==> src/rtl/mux_rr_n_1.sv <==
// N:1 channel multiplexer with fixed-select and round-robin modes, feeding a
// single registered output stage with valid/ready handshake.
module mux_rr_n_1 #(
    parameter int unsigned WIDTH    = 8,
    parameter int unsigned CHANNELS = 8,
    parameter int unsigned SEL_W    = 3
) (
    input  logic                      clk,
    input  logic                      rst,
    input  logic [CHANNELS*WIDTH-1:0] a_flat,
    input  logic [CHANNELS-1:0]       a_valid,
    output logic [CHANNELS-1:0]       a_ready,
    input  logic [SEL_W-1:0]          sel,
    input  logic                      mode,
    output logic [WIDTH-1:0]          y,
    output logic                      y_valid,
    input  logic                      y_ready,
    output logic [SEL_W-1:0]          y_ch
);

    logic [WIDTH-1:0] r_y;
    logic [SEL_W-1:0] r_y_ch;
    logic             r_y_valid;
    logic [SEL_W-1:0] r_ptr;

    logic             w_out_ready;
    logic             w_grant;
    logic [SEL_W-1:0] w_grant_idx;
    logic             w_xfer;
    logic [WIDTH-1:0] w_data;
    int unsigned      w_dist;
    int unsigned      w_best_dist;

    assign w_out_ready = !r_y_valid || y_ready;
    assign w_xfer      = w_grant && w_out_ready;

    // Grant selection. In round-robin mode the winner is the valid channel at the
    // smallest forward distance from ptr+1, which equals the wrap-around search order.
    always_comb begin
        w_grant     = 1'b0;
        w_grant_idx = '0;
        w_dist      = 0;
        w_best_dist = CHANNELS;
        if (!mode) begin
            for (int unsigned k = 0; k < CHANNELS; k++) begin
                if (32'(sel) == k && a_valid[k]) begin
                    w_grant     = 1'b1;
                    w_grant_idx = SEL_W'(k);
                end
            end
        end else begin
            for (int unsigned k = 0; k < CHANNELS; k++) begin
                w_dist = (k + CHANNELS - 1 - 32'(r_ptr)) % CHANNELS;
                if (a_valid[k] && w_dist < w_best_dist) begin
                    w_best_dist = w_dist;
                    w_grant     = 1'b1;
                    w_grant_idx = SEL_W'(k);
                end
            end
        end
    end

    always_comb begin
        w_data = '0;
        for (int unsigned k = 0; k < CHANNELS; k++) begin
            if (32'(w_grant_idx) == k) begin
                w_data = a_flat[k*WIDTH +: WIDTH];
            end
        end
    end

    always_comb begin
        a_ready = '0;
        if (w_xfer && !rst) begin
            a_ready = CHANNELS'(1) << w_grant_idx;
        end
    end

    // ptr resets to the last channel so the first round-robin search starts at 0.
    always_ff @(posedge clk) begin
        if (rst) begin
            r_y       <= '0;
            r_y_ch    <= '0;
            r_y_valid <= 1'b0;
            r_ptr     <= SEL_W'(CHANNELS - 1);
        end else if (w_xfer) begin
            r_y       <= w_data;
            r_y_ch    <= w_grant_idx;
            r_y_valid <= 1'b1;
            r_ptr     <= w_grant_idx;
        end else if (y_ready) begin
            r_y_valid <= 1'b0;
        end
    end

    assign y       = r_y;
    assign y_ch    = r_y_ch;
    assign y_valid = r_y_valid;

endmodule

==> config.mk <==
export PLATFORM = sky130hd
export DESIGN_NAME = mux_rr_n_1
export DESIGN_NICKNAME = d
export VERILOG_FILES = /design/src/rtl/mux_rr_n_1.sv
export SDC_FILE = /design/constraint.sdc
export NUM_CORES = 1
export LEC_CHECK = 0
export ABC_AREA = 1
export CAP_MARGIN = 20
export CORE_AREA = 2 2 72 67
export DETAILED_ROUTE_END_ITERATION = 10
export DIE_AREA = 0 0 74 69
export DONT_BUFFER_PORTS = 1
export PLACE_DENSITY = 0.71
export SYNTH_ARGS = -nofsm -noshare
export SYNTH_HDL_FRONTEND = slang
export SYNTH_SLANG_ARGS = --single-unit
==> constraint.sdc <==
create_clock -name clk -period 7.8 [get_ports clk]
set_input_delay 0.78 -clock clk [delete_from_list [all_inputs] [get_ports clk]]
set_output_delay 0.78 -clock clk [all_outputs]
set_load 0.005 [all_outputs]
==> results.yml <==
sta:
  finalMaxSlewViolations: 0
  maxSlewHeadroom: 0.627
  fin_crit_sh: 0.952
  rsz0062_at_grt: "yes"
  layout_setup_ws_ns: 0.376
  tightest_slew_ns: 0.558
  setup_violations: 0
  skew_ns: 0.00337
  hold_violations: 0
  fmax_mhz: 135
  min_period_ns: 7.42
route:
  drcViolationCount: 0
  vias: 2707
  first_pass_iters: 5
  wl_per_cell_um: 14.8
  dr.first_iter.drc_count: 155
  ant_nets: 0
  wirelength_mm: 7.06
  viasPerCell: 5.69
grt:
  grt_overflow: 0
  grt_pass1_wl_mm: 10.9
  grt_pass1_vias: 2350
  grtUsageTotal: 0.259
  grt_max_degree: 21
  antenna_found_initial: 0
floorplan:
  pin_count: 99
  die_area_sq_um: 5110
  die_h_um: 69
  die_w_um: 74
  start_util: 0.532
  rows: 23
  core-area_sq_um: 4350
layout:
  diodes: 0
  fin_area_sq_um: 2900
  drive_gt1_frac: 0.324
  syn2layout_area_growth_pct: 25.5
  final_cells: 476
  final_nets: 507
  fillerInstances: 385
power:
  power_mw: 1.55
  ir_worst_vdd_mv: 0.373
  powerDensity_nw_per_um2: 535
  p_leak_nw: 1.39
synthesis:
  synth.distinct_cells: 37
  ys_seq_area_frac: 0.130
  synth_cells: 380
  syn_avg_cell_area_sq_um: 6.09
  synth_compound_area_frac: 0.147
  synth_top_family_by_area: "simple AND/OR/NAND/NOR gates"
  synth_simple_gate_area_frac: 0.504
  synthArstFlopShare: 0
  synth_mux_area_frac: 0
  yosys-top-cells-area: "nand2_1 14%, dfxtp_1 13%, nand4_1 10%, inv_1 8.4%, ha_1 7.0%"
  synth_fp_nets: 472
  yosysTopAreaCell: "nand2_1"
  synth_edf_count: 0
  synthXorXnorAreaFrac: 0.0114
  ys_warn_count: 0
  synth_top_area_share: 0.143
  synth_seq_cells: 15
  synth-adder-area-share: 0.0703
  ys.flop_type: "dfxtp_1"
  synth_area_sq_um: 2310
worst_setup_path:
  cpMaxStageDelayCell: "ha_1"
  worst-endpoint-arrival_ns: 6.64
  crit_type: "primary input to output port"
  reg2reg_from: "r_ptr[0]"
  critPathLaunchType: "primary input"
  reg2reg_depth: 67
  crit_path_max_fanout: 7
  cp_slowest_stage_delay_ns: 0.29
  r2r-end: "y[3]"
  rrSetupSlack_ns: 0.80
  critPathMostFrequentCell: "nand2_2"
  worstPathRequired_ns: 7.02
  cp-end-kind: "output port"
  startpoint: "a_valid[0]"
place:
  dp_cells: 466
  place_congestion: 0.945
  hpwl_mm: 5.43
  place_area_sq_um: 2580
  port_buffers: 0
  dpl_worst_slack_ns: -0.260
status:
  status: "finished, final reports clean"
clock_tree:
  numCtsBuffers: 3
  clk_pin_slew_ns: 0.06
  clock_path_buffers: 2
  clkLatencyLatePin_ns: 0.25
  cts_tree: "built"
  cts.sink_count: 15
  h-tree-depth: 1
  cts_hold_buf: 0
  clockRootBuffer: "clkbuf_8"
worst_hold_path:
  hold_class: "flip-flop to flip-flop"
  min_to: "y_ch[2]"
  whs_path_depth: 2
  hp-start: "y_ch[2]"
run:
  cap_violations: 0
## per-stage QoR
stage | setup TNS [ns] | hold WS, ns | utilization
after floorplan | 0 | 0.456 | -
after global placement | -0.0263 | 0.464 | 0.594
after detailed placement | -2.06 | 0.470 | 0.594
after CTS | 0 | 0.479 | 0.606
after global routing | -0.810 | 0.499 | 0.668
final | 0 | 0.474 | 0.668
## state kept, by name, indices dropped and copies added (netlist names)
name	flops
r_ptr	3
y_ch	3
y	8
y_valid	1
## cell usage after synthesis (6+ instances only)
library cell	number
a21oi_1	6
a21oi_2	8
dfxtp_1	15
ha_1	13
inv_1	52
nand2_1	88
nand2_2	19
nand3_1	26
nand4_1	37
nor2_1	28
nor2_2	7
o211ai_1	10
o21ai_0	21
## per-layer routing
layer / track usage / vias to the layer above / wire length, um
met2: 0.399 / 120 / 3300
met3: 0.0322 / 8 / 528
met4: 0.0485 / 0 / 59
li1: - / 1347 / -
met5: 0 / - / 0
met1: 0.384 / 1232 / 3170
## placed cells by master (no fill, tap or decap), types with 2 or more instances in the layout
cell type	instances
o211ai_1	10
nor4_4	2
nand2_2	23
buf_8	2
nor4_2	2
ha_1	11
nand4_1	37
nor3_2	3
ha_4	2
nor2_2	8
nand2_1	79
o21ai_1	3
a21oi_2	8
buf_4	43
dfxtp_1	14
o21ai_0	11
a21oi_1	6
nor2_4	3
o21ai_2	8
nor2_1	25
xnor2_1	2
a31oi_1	3
nand3_1	25
clkbuf_8	3
inv_8	2
inv_1	50
nand2_4	9
inv_2	4
nand3_4	4
## layout make-up
class                      instances  area, sq um  share of cell area
inverter                          57          231              0.0797
multi-input combinational        293         1890               0.652
clock buffer                       3         41.3              0.0142
sequential                        15          302               0.104
tap                               62         77.6              0.0267
clock inverter                     1         5.00             0.00172
timing repair buffer              45          353               0.121
## worst max-delay path, delay by kind of cell
kind,cells,cell delay (ns)
and+or+nand+nor,39,3.09
adders and majority gates,7,1.75
AOI/OAI and AO/OA,9,0.61
buffers and inverters,7,0.39
## logic make-up after synthesis
kind of cell / after synthesis
adder cells (fa/ha/maj): 13
AND/OR/NAND/NOR: 226
flip-flops: 15
XOR/XNOR: 3
AO/OA/AOI/OAI: 51
buffers and inverters: 72
## timing repair
| item | 4_1_cts | 5_1_grt |
|---|---|---|
| resized for setup | 8 | 56 |
| pin swaps | 0 | 14 |
| buffers inserted | 0 | 6 |
| endpoints found under the setup margin | 8 | 16 |
| cloned | 0 | 0 |
| endpoints found under the hold margin | 0 | 0 |
## report_power, final
part | switching, mW | internal, mW | leakage [nW]
clock network | 0.0268 | 0.0353 | 0.0255
registers | 0.0254 | 0.107 | 0.124
logic | 0.804 | 0.555 | 1.24
## worst max path at each step
stage                     cells after the start  slack [ns]    endpoint
final                                        62        0.38  a_ready[6]
after global routing                         62       -0.16  a_ready[2]
after CTS                                    58        0.03  a_ready[2]
after detailed placement                     55       -0.26  a_ready[0]
after global placement                       56       -0.02  a_ready[2]
after floorplan                              59        0.01  a_ready[1]
(Power assumes the default switching activity.)
